--- config.mk ---
export PLATFORM = sky130hd
export DESIGN_NAME = debug_run_control
export DESIGN_NICKNAME = d
export VERILOG_FILES = /design/src/rtl/debug_pkg.sv /design/src/rtl/debug_hart_ctl.sv /design/src/rtl/debug_run_control.sv
export SDC_FILE = /design/constraint.sdc
export NUM_CORES = 1
export LEC_CHECK = 0
export CELL_PAD_IN_SITES_DETAIL_PLACEMENT = 0
export CELL_PAD_IN_SITES_GLOBAL_PLACEMENT = 1
export CORE_UTILIZATION = 30
export CTS_CLUSTER_DIAMETER = 30
export DETAILED_ROUTE_END_ITERATION = 8
export PLACE_DENSITY = 0.72
export SETUP_SLACK_MARGIN = 0.5
export SYNTH_ARGS = -nofsm -noshare
export SYNTH_HDL_FRONTEND = slang
export SYNTH_HIERARCHICAL = 1
export SYNTH_SLANG_ARGS = --single-unit
--- constraint.sdc ---
create_clock -name sys_clk -period 3.9 [get_ports sys_clk]
set_clock_uncertainty 0.15 [all_clocks]
set_input_delay 0.78 -clock sys_clk [delete_from_list [all_inputs] [get_ports sys_clk]]
set_output_delay 0.78 -clock sys_clk [all_outputs]
set_load 0.01 [all_outputs]
--- src/rtl/debug_pkg.sv ---
// debug_pkg: shared state and halt-cause encodings for the run-control engine
package debug_pkg;
    typedef enum logic [1:0] {
        RUN  = 2'b00,
        HALT = 2'b01,
        STEP = 2'b10
    } dbg_state_t;
    typedef enum logic [1:0] {
        CAUSE_NONE = 2'd0,
        CAUSE_REQ  = 2'd1,
        CAUSE_STEP = 2'd2,
        CAUSE_BKPT = 2'd3
    } halt_cause_t;
endpackage

--- src/rtl/debug_hart_ctl.sv ---
// debug_hart_ctl: per-hart run/halt/step FSM with step down-counter and halt cause
module debug_hart_ctl
    import debug_pkg::*;
#(
    parameter int STEP_W = 8
) (
    input  logic              sys_clk,
    input  logic              dbg_rst,
    input  logic              halt_req,
    input  logic              resume_req,
    input  logic              step_req,
    input  logic [STEP_W-1:0] step_count,
    input  logic              bkpt_hit,
    output logic              clk_en,
    output logic              halted,
    output logic [1:0]        halt_cause,
    output logic              step_done,
    output logic              busy
);
    dbg_state_t        state, state_d;
    halt_cause_t       cause, cause_d;
    logic [STEP_W-1:0] cnt, cnt_d;
    logic              done_d;
    always_comb begin
        state_d = state;
        cause_d = cause;
        cnt_d   = cnt;
        done_d  = 1'b0;
        case (state)
            RUN: begin
                if (halt_req) begin
                    state_d = HALT;
                    cause_d = CAUSE_REQ;
                end else if (bkpt_hit) begin
                    state_d = HALT;
                    cause_d = CAUSE_BKPT;
                end
            end
            HALT: begin
                if (step_req) begin
                    state_d = STEP;
                    cnt_d   = (step_count == '0) ? STEP_W'(1) : step_count;
                end else if (resume_req) begin
                    state_d = RUN;
                    cause_d = CAUSE_NONE;
                end
            end
            STEP: begin
                if (halt_req) begin
                    state_d = HALT;
                    cause_d = CAUSE_REQ;
                end else if (cnt == STEP_W'(1)) begin
                    state_d = HALT;
                    cause_d = CAUSE_STEP;
                    done_d  = 1'b1;
                end else begin
                    cnt_d = cnt - STEP_W'(1);
                end
            end
            default: state_d = RUN;
        endcase
    end
    always_ff @(posedge sys_clk or negedge dbg_rst) begin
        if (!dbg_rst) begin
            state     <= RUN;
            cause     <= CAUSE_NONE;
            cnt       <= '0;
            clk_en    <= 1'b1;
            halted    <= 1'b0;
            busy      <= 1'b0;
            step_done <= 1'b0;
        end else begin
            state     <= state_d;
            cause     <= cause_d;
            cnt       <= cnt_d;
            clk_en    <= state_d != HALT;
            halted    <= state_d == HALT;
            busy      <= state_d == STEP;
            step_done <= done_d;
        end
    end
    assign halt_cause = cause;
endmodule

--- src/rtl/debug_run_control.sv ---
// debug_run_control: multi-hart run-control, hart_sel request fan-out and output merge
module debug_run_control
    import debug_pkg::*;
#(
    parameter int NHARTS = 1,
    parameter int STEP_W = 8
) (
    input  logic                sys_clk,
    input  logic                dbg_rst,
    input  logic                halt_req,
    input  logic                resume_req,
    input  logic                step_req,
    input  logic [NHARTS-1:0]   hart_sel,
    input  logic [STEP_W-1:0]   step_count,
    input  logic [NHARTS-1:0]   bkpt,
    input  logic                bkpt_en,
    output logic [NHARTS-1:0]   clk_en,
    output logic [NHARTS-1:0]   halted,
    output logic [2*NHARTS-1:0] halt_cause,
    output logic [NHARTS-1:0]   step_done,
    output logic                busy
);
    logic [NHARTS-1:0] busy_h;
    for (genvar i = 0; i < NHARTS; i++) begin : g_hart
        debug_hart_ctl #(.STEP_W(STEP_W)) u_hart (
            .sys_clk    (sys_clk),
            .dbg_rst    (dbg_rst),
            .halt_req   (halt_req & hart_sel[i]),
            .resume_req (resume_req & hart_sel[i]),
            .step_req   (step_req & hart_sel[i]),
            .step_count (step_count),
            .bkpt_hit   (bkpt_en & bkpt[i]),
            .clk_en     (clk_en[i]),
            .halted     (halted[i]),
            .halt_cause (halt_cause[2*i+:2]),
            .step_done  (step_done[i]),
            .busy       (busy_h[i])
        );
    end
    assign busy = |busy_h;
endmodule

=== After elaboration in Yosys (flattened, before gate mapping) ===
Index checks and enable logic that the tools add are counted.

* Logic and storage cells: 53
* Register bits after elaboration: 16

* Add/sub/neg operators: 1
* Reduce and logical (&&, ||, !) cells: 6
* Muxes and demuxes: 22
* Bitwise logic cells: 4
* Equal/unequal tests: 13

{| class="wikitable"
|+ Operator list
! operator !! count
|-
| $mux W8 || 4
|-
| $mux W2 || 12
|-
| $pmux W8 S2 || 1
|-
| $pmux W2 S3 || 2
|-
| $eq A8 B1 Y1 const B || 1
|-
| $logic_not A8 Y1 || 1
|-
| $sub A8 B1 Y8 const B || 1
|-
| $ne A2 B1 Y1 const B || 3
|-
| $ne A2 B2 Y1 const B || 3
|-
| $ne A3 B1 Y1 const B || 2
|-
| $reduce_and A5 Y1 || 1
|-
| $and A1 B1 Y1 || 4
|-
| $eq A2 B1 Y1 const B || 2
|-
| $eq A2 B2 Y1 const B || 2
|-
| $reduce_and A4 Y1 || 1
|-
| $mux W1 || 3
|-
| $reduce_bool A3 Y1 || 1
|-
| $logic_not A2 Y1 || 1
|-
| $reduce_bool A2 Y1 || 1
|}

=== Logic depth before layout (Yosys ltp) ===
Gate-level depths: netlist of the first run.

* Depth in word-level cells: 5
* Gate-level depth with buffers: 7
* Mapped depth without buffers: 6

=== By module ===
The synthesis of the first run kept the hierarchy.

{| class="wikitable"
|+ Modules (own cells, without submodules)
! module !! cells each !! area each (um2) !! times used !! seq. area each (um2)
|-
| debug_hart_ctl || 106 || 989.7 || 1 || 401.6
|-
| debug_run_control || 4 || 25.0 || 1 || 0.0
|}

=== Worst setup path after synthesis of the first run ===
No wires, ideal clock.

* Kind: input -> register
* Start point: input halt_req
* End point: register g_hart[0].u_hart.cause[0]
* Setup slack: 1.783 ns
* Arrival time: 1.839 ns
* Stages on the path: 6
* Path buffers: 1
* Data required time: 3.622 ns
* Cells stage by stage: and2_1 -> clkbuf_1 -> nor2_1 -> a22oi_1 -> nand3b_1 -> mux2_1

* Longest elaborated chain between the ends: 3
* Elaborated cells between the ends (all ways): 7
* Classes of those cells: eq/ne: 2; mux: 3; bitwise: 1; reduce/logical: 1

{| class="wikitable"
|+ Ends and longest elaborated chain
! item !! line !! RTL
|-
| start, declared || debug_run_control.sv:10 || <nowiki>input logic halt_req,</nowiki>
|-
| $and A1 B1 Y1 * || debug_run_control.sv:28 || <nowiki>.halt_req (halt_req & hart_sel[i]),</nowiki>
|-
| $ne A3 B1 Y1 (no source line), or another cell as far along || n/a ||
|-
| $reduce_and A5 Y1 (no source line) / $pmux W2 S3 (equally long branches) || n/a ||
|-
| end signal, assigned || debug_hart_ctl.sv:74 || <nowiki>cause <= cause_d;</nowiki>
|-
| end, declared || debug_hart_ctl.sv:21 || <nowiki>halt_cause_t cause, cause_d;</nowiki>
|}

Mark *: on every way between the ends. The rest lies on a longest branch, timed or not.
A chain may end at the register's enable or synchronous reset.

=== Worst setup path in the final report of the first run ===
* Start point: register g_hart[0].u_hart.state[0]
* End point: register g_hart[0].u_hart.cnt[2]

* Longest elaborated chain between the ends: 3
* Elaborated cells between the ends (all ways): 8
* Classes of those cells: eq/ne: 5; mux: 1; reduce/logical: 2

{| class="wikitable"
|+ Ends and longest elaborated chain
! item !! line !! RTL
|-
| start, declared || debug_hart_ctl.sv:20 || <nowiki>dbg_state_t state, state_d;</nowiki>
|-
| start signal, assigned || debug_hart_ctl.sv:73 || <nowiki>state <= state_d;</nowiki>
|-
| $eq A2 B2 Y1 / $eq A2 B1 Y1 (equally long branches) || debug_hart_ctl.sv:29 || <nowiki>case (state)</nowiki>
|-
| $ne A2 B2 Y1 (no source line), or another cell as far along || n/a ||
|-
| $reduce_and A4 Y1 (no source line) || n/a ||
|-
| end signal, assigned || debug_hart_ctl.sv:75 || <nowiki>cnt <= cnt_d;</nowiki>
|-
| end, declared || debug_hart_ctl.sv:22 || <nowiki>logic [STEP_W-1:0] cnt, cnt_d;</nowiki>
|}

Several ways; a longest one is shown, not always the timed one.

==> impl_results.md, run 1 <==
- Final Hold Slack: 0.3644 ns
- Peak supply drop: 0.2968 mV
- Status: finished, final reports clean
- Area after DPL: 1269 um2
- CP max stage delay: 0.67 ns
- I/O pin count: 22
- RSZ-0062 raised after global routing: false
- Final max-slew violation count: 0
- Pin count of the biggest net entering global routing: 25
- Cell area after layout: 1305 um2
- Critical path arrival: 2.75 ns
- IO buf count: 21
- Total congestion overflow: 0
- CTS Sinks: 16
- Hold Buf Count CTS: 0
- Setup-failing EPs final: 0
- P per Cell Area: 637.4 nW/um2
- Cells after synthesis: 110
- Synth area leaders: dfrtp_1 37%, ha_1 7.4%, a21oi_1 5.9%
- Tcrit/Tclk final: 68.81%
- Fill count: 322
- CP top delay family: compound AO/OA/AOI/OAI gates
- Number of synthesized flops with an enable pin: 0
- Syn Area/Cell: 9.225 um2
- Startpoint Class: register
- DR DRC count: 0
- Post-Syn Nets: 132
- Final hold vios: 0
- Htree depth: 1
- Leakage Power: 0.5069 nW
- Setup TNS: 0 ns
- Crit path buffers/inverters: 1
- Worst-Margin Slew: 0.7780 ns
- Total power: 0.8318 mW
- First-pass GRT wire length: 3.926 mm
- Clk slew on worst S/H paths: 0.10 ns
- Yosys reg bits: 16
- Most common cell in the netlist: dfrtp_1
- Root buffer cell: clkbuf_4
- Final instance count without filler cells: 176
- Synth cell count leaders: 15 x dfrtp_1, 12 x a21oi_1, 7 x nand2_1, 7 x o21ai_0, 6 x ha_1
- Cell taking the most area after synthesis: dfrtp_1
- Vias: 908
- Synth Flop Type: dfrtp_1
- Crit path required time: 3.96 ns
- DR pass1 iterations: 4
- Syn-to-layout area delta: 28.61%
- Cell Count Post-Placement: 172
- CTS tree: done
- Cell row count: 20
- Crit-path cells: inv_1, ha_1, mux2i_1, a311oi_2, a21oi_1, a21oi_1
- Slew HR: 48.13%
- Initial antenna violation count: 0
- Path type of the worst min-delay path: register to register
- Async set-reset flop share out of synthesis: 100.0%
- Final core occ: 41.72%
- Mapped Area: 1015 um2
- 1st-iter DRT viols: 39
- Crit path kind: register to register
- # Max-Cap Violations: 0
- Area share of the largest cell type after synthesis: 36.99%
- Placement Setup Slack: 1.126 ns
- Number of unique standard cell types used by synthesis: 39
- DIE WIDTH: 60.16 um
- Core area: 3128 um2
- Crit-path most repeated cell: a21oi_1
- CTS buffer count: 3
- Crit Path Max Fanout: 24
- Die Ht: 60.16 um
- Max Freq: 0.3726 GHz
- HPWL after DPL: 1.777 mm
- GP Congestion: 0.7827
- Register area share after synthesis: 39.58%
- Min Clock Period, post-route: 2.684 ns
- Layout cells sized above 1: 7.576%
- ANT nets after route: 0
- Clk_lat worst skew: 0.29 ns
- Max Buffers Root-to-Sink: 2
- Initial Utilization: 32.44%
- Resize count post-CTS: 0
- Crit. End Element: register
- WL/cell: 13.80 um
- Die area: 3619 um2
- Final nets: 155
- Drt total wl: 2.428 mm
- Total setup buffers inserted after CTS: 0
- Setup ws final: 1.216 ns
- Total track usage: 14.60%
- N_diodes: 0
- CP max-delay cell: ha_1
- Synth warn: 6
- Via density: 5.159
- Vias in the first global route: 894
-- power by group --
part | internal [mW] | switching (mW)
Combinational | 0.193 | 0.209
Clock | 0.0568 | 0.0560
Sequential | 0.242 | 0.0758
-- flip-flops by register name, summed over array words and instances, names as in the netlist --
register and count:
g_hart.u_hart/step_done 1, g_hart.u_hart/cnt 8, g_hart.u_hart/clk_en 1, g_hart.u_hart/halt_cause 2, g_hart.u_hart/busy 1, g_hart.u_hart/state 2
g_hart.u_hart/halted 1
-- layout by cell type (no fill, tap or decap), types with 3 or more instances in the layout --
cell type / count
nand3_1: 3
nand2b_1: 4
nor3_1: 4
clkdlybuf4s50_1: 21
nor4_1: 3
o21ai_0: 7
a21oi_1: 12
clkbuf_4: 3
and2_1: 5
nand2_1: 7
nor2_1: 5
dfrtp_1: 15
o22ai_1: 3
ha_1: 6
inv_1: 4
-- layer usage --
layer  track usage [%]  part of all wire, %  vias up
li1                  -                    -      450
met1             18.80                   45      425
met2             23.55                   49       29
met3             3.030                  5.4        4
met4             5.980                 0.58        0
met5                 0                    0        -
-- cell type report --
| class | instances | area, um2 | share of cell area (%) |
|---|---|---|---|
| Multi-Input combinational cell | 86 | 583.1 | 44.68 |
| Sequential cell | 16 | 401.6 | 30.78 |
| Timing Repair Buffer | 21 | 210.2 | 16.11 |
| Tap cell | 44 | 55.05 | 4.219 |
| Clock buffer | 4 | 36.28 | 2.780 |
| Inverter | 5 | 18.77 | 1.438 |
-- cell families (layout without fill, tap and decap cells) --
family	after synthesis	count (layout)	share of synthesized area (%)
AND/OR/NAND/NOR	46	46	27.87
AO/OA/AOI/OAI	31	31	18.99
flip-flops	16	16	39.58
buffers and inverters	8	30	2.958
adder cells (fa/ha/maj)	6	6	7.398
multiplexers	3	3	3.206
-- worst paths after layout --
| kind | slack [ns] | depth (start not counted) | start | to |
|---|---|---|---|---|
| worst min-delay path | 0.36 | 1 | g_hart[0].u_hart/halt_cause[1] | g_hart[0].u_hart/halt_cause[1] |
| worst max register to register | 1.22 | 6 | g_hart[0].u_hart/state[0] | g_hart[0].u_hart/cnt[2] |
| max in group asynchronous | 2.39 | 1 | dbg_rst | g_hart[0].u_hart/state[0] |
| worst max-delay path | 1.22 | 6 | g_hart[0].u_hart/state[0] | g_hart[0].u_hart/cnt[2] |
| worst min register to register | 0.36 | 1 | g_hart[0].u_hart/halt_cause[1] | g_hart[0].u_hart/halt_cause[1] |
| min in group asynchronous | 0.76 | 1 | dbg_rst | g_hart[0].u_hart/cnt[4] |
Note: power is estimated with default switching activity, not from simulation.
==> inputs of run 2 (changes only) <==
Settings changed: PLACE_DENSITY 0.72 to 0.75.
Clock period 3.9 ns to 2.2 ns, I/O delays scaled along.
==> impl_results.md, run 2 (synthesis gave the netlist of run 1 again) <==
- Crit path required time: 2.23 ns
- Startpoint Class: register
- Die Ht: 60.16 um
- ANT nets after route: 0
- First-pass GRT wire length: 4.540 mm
- Initial antenna violation count: 0
- Max Freq: 0.5266 GHz
- CTS buffer count: 3
- Crit path kind: register to register
- Clk slew on worst S/H paths: 0.11 ns
- WL/cell: 14.04 um
- I/O pin count: 22
- RSZ-0062 raised after global routing: true
- Final hold vios: 0
- Final max-slew violation count: 0
- Pin count of the biggest net entering global routing: 18
- Htree depth: 1
- Vias: 1000
- Peak supply drop: 0.6376 mV
- DIE WIDTH: 60.16 um
- Largest reg by FF count: g_hart.u_hart/cnt
- Worst-Margin Slew: 0.3087 ns
- N_diodes: 0
- Most common cell after layout, fill and taps aside: buf_4
- Final core occ: 52.20%
- Vias in the first global route: 1015
- Syn-to-layout area delta: 60.91%
- IO buf count: 21
- Root buffer cell: clkbuf_4
- Worst R2R Start: g_hart[0].u_hart/cnt[1]
- 1st-iter DRT viols: 64
- Area after DPL: 1353 um2
- HPWL after DPL: 1.908 mm
- Most frequent cells in the layout: 19 x buf_4, 15 x clkdlybuf4s50_1, 14 x dfrtp_1
- Leakage Power: 0.6616 nW
- CTS Sinks: 16
- Status: finished, final reports clean
- Final Hold Slack: 0.2952 ns
- DR DRC count: 0
- Total congestion overflow: 0
- Max FFs per register: 8
- Hold Buf Count CTS: 0
- # Max-Cap Violations: 0
- Drt total wl: 2.794 mm
- Total track usage: 16.68%
- Setup TNS: 0 ns
- CTS tree: done
- Setup-failing EPs final: 0
- P per Cell Area: 1163 nW/um2
- Max Buffers Root-to-Sink: 2
- DR pass1 iterations: 4
- Clk_lat worst skew: 0.30 ns
- Crit Path Max Fanout: 3
- Core area: 3128 um2
- Min Clock Period, post-route: 1.899 ns
- Path type of the worst min-delay path: input pin to asynchronous set/reset pin
- Crit. End Element: register
- Slew HR: 79.42%
- Initial Utilization: 32.44%
- R2R Setup Slk: 0.30 ns
- Cell row count: 20
- Reg2Reg Capture Point: g_hart[0].u_hart/halt_cause[1]
- Reg2Reg Depth: 6
- Via density: 5.025
- Layout cells sized above 1: 40.65%
- Final nets: 178
- Tcrit/Tclk final: 86.32%
- Die area: 3619 um2
- GP Congestion: 0.7903
- Cell area after layout: 1633 um2
- Critical path arrival: 1.93 ns
-- run 2: area by class of cell --
class                   count  area, um2
repair buffers             44      386.6
clock buffers               4      36.28
flip-flops and latches     16      402.9
inverters                   5      18.77
well taps                  44      55.05
fillers                   284       1495
multi-input cells          86      733.2
-- run 2: per-layer routing --
metal | part of all wire, % | vias to the layer above | track usage, % | wire length, um
li1 | - | 492 | - | -
met1 | 41 | 486 | 20.79 | 1148
met2 | 53 | 18 | 28.26 | 1468
met3 | 5.2 | 4 | 4.978 | 144
met4 | 1.1 | 0 | 3.322 | 32
met5 | 0 | - | 0 | 0
-- run 2: worst max-delay path by stage --
stage                            start                              to  slack, ns  depth (start not counted)
4_1_cts        g_hart[0].u_hart/cnt[1]  g_hart[0].u_hart/halt_cause[1]       0.37                          6
6_report       g_hart[0].u_hart/cnt[1]  g_hart[0].u_hart/halt_cause[1]       0.30                          6
3_5_place_dp                  hart_sel         g_hart[0].u_hart/cnt[2]    0.00006                          6
2_1_floorplan  g_hart[0].u_hart/cnt[1]         g_hart[0].u_hart/clk_en       0.46                          6
5_1_grt        g_hart[0].u_hart/cnt[1]  g_hart[0].u_hart/halt_cause[0]       0.21                          6
3_3_place_gp                  hart_sel         g_hart[0].u_hart/cnt[0]       0.04                          6
-- run 2: worst max-delay path: stages (launching register included) --
cell and delay [ns]:
dfrtp_1 0.42, inv_2 0.09, ha_4 0.13, nor4b_4 0.24, a211o_1 0.23, nand3b_1 0.18
mux2_4 0.34
-- run 2: per-stage QoR --
stage	power (mW)	setup slack, ns	cells
after floorplan	1.096	0.4577	110
after global placement	1.356	0.04368	177
after detailed placement	1.380	0.00006106	177
after CTS	1.726	0.3678	194
after global routing	2.039	0.2133	199
final	1.899	0.3009	199
-- run 2: power breakdown --
group / leakage (nW) / internal [mW] / switching (mW) / total [mW]
Sequential: 0.192 / 0.431 / 0.158 / 0.589
Combinational: 0.448 / 0.600 / 0.506 / 1.11
Clock: 0.0210 / 0.101 / 0.103 / 0.204
-- run 2: timing repair --
action / in CTS / in global routing
resized for setup: 21 / 19
endpoints found under the setup margin: 21 / 16
pin swaps: 7 / 8
setup buffers: 13 / 5
==> inputs of run 3 (changes only) <==
Settings changed: CTS_CLUSTER_DIAMETER 30 to 200.
==> results of run 3 <==
The final DEF is identical to that of run 2; final timing and power are the same.
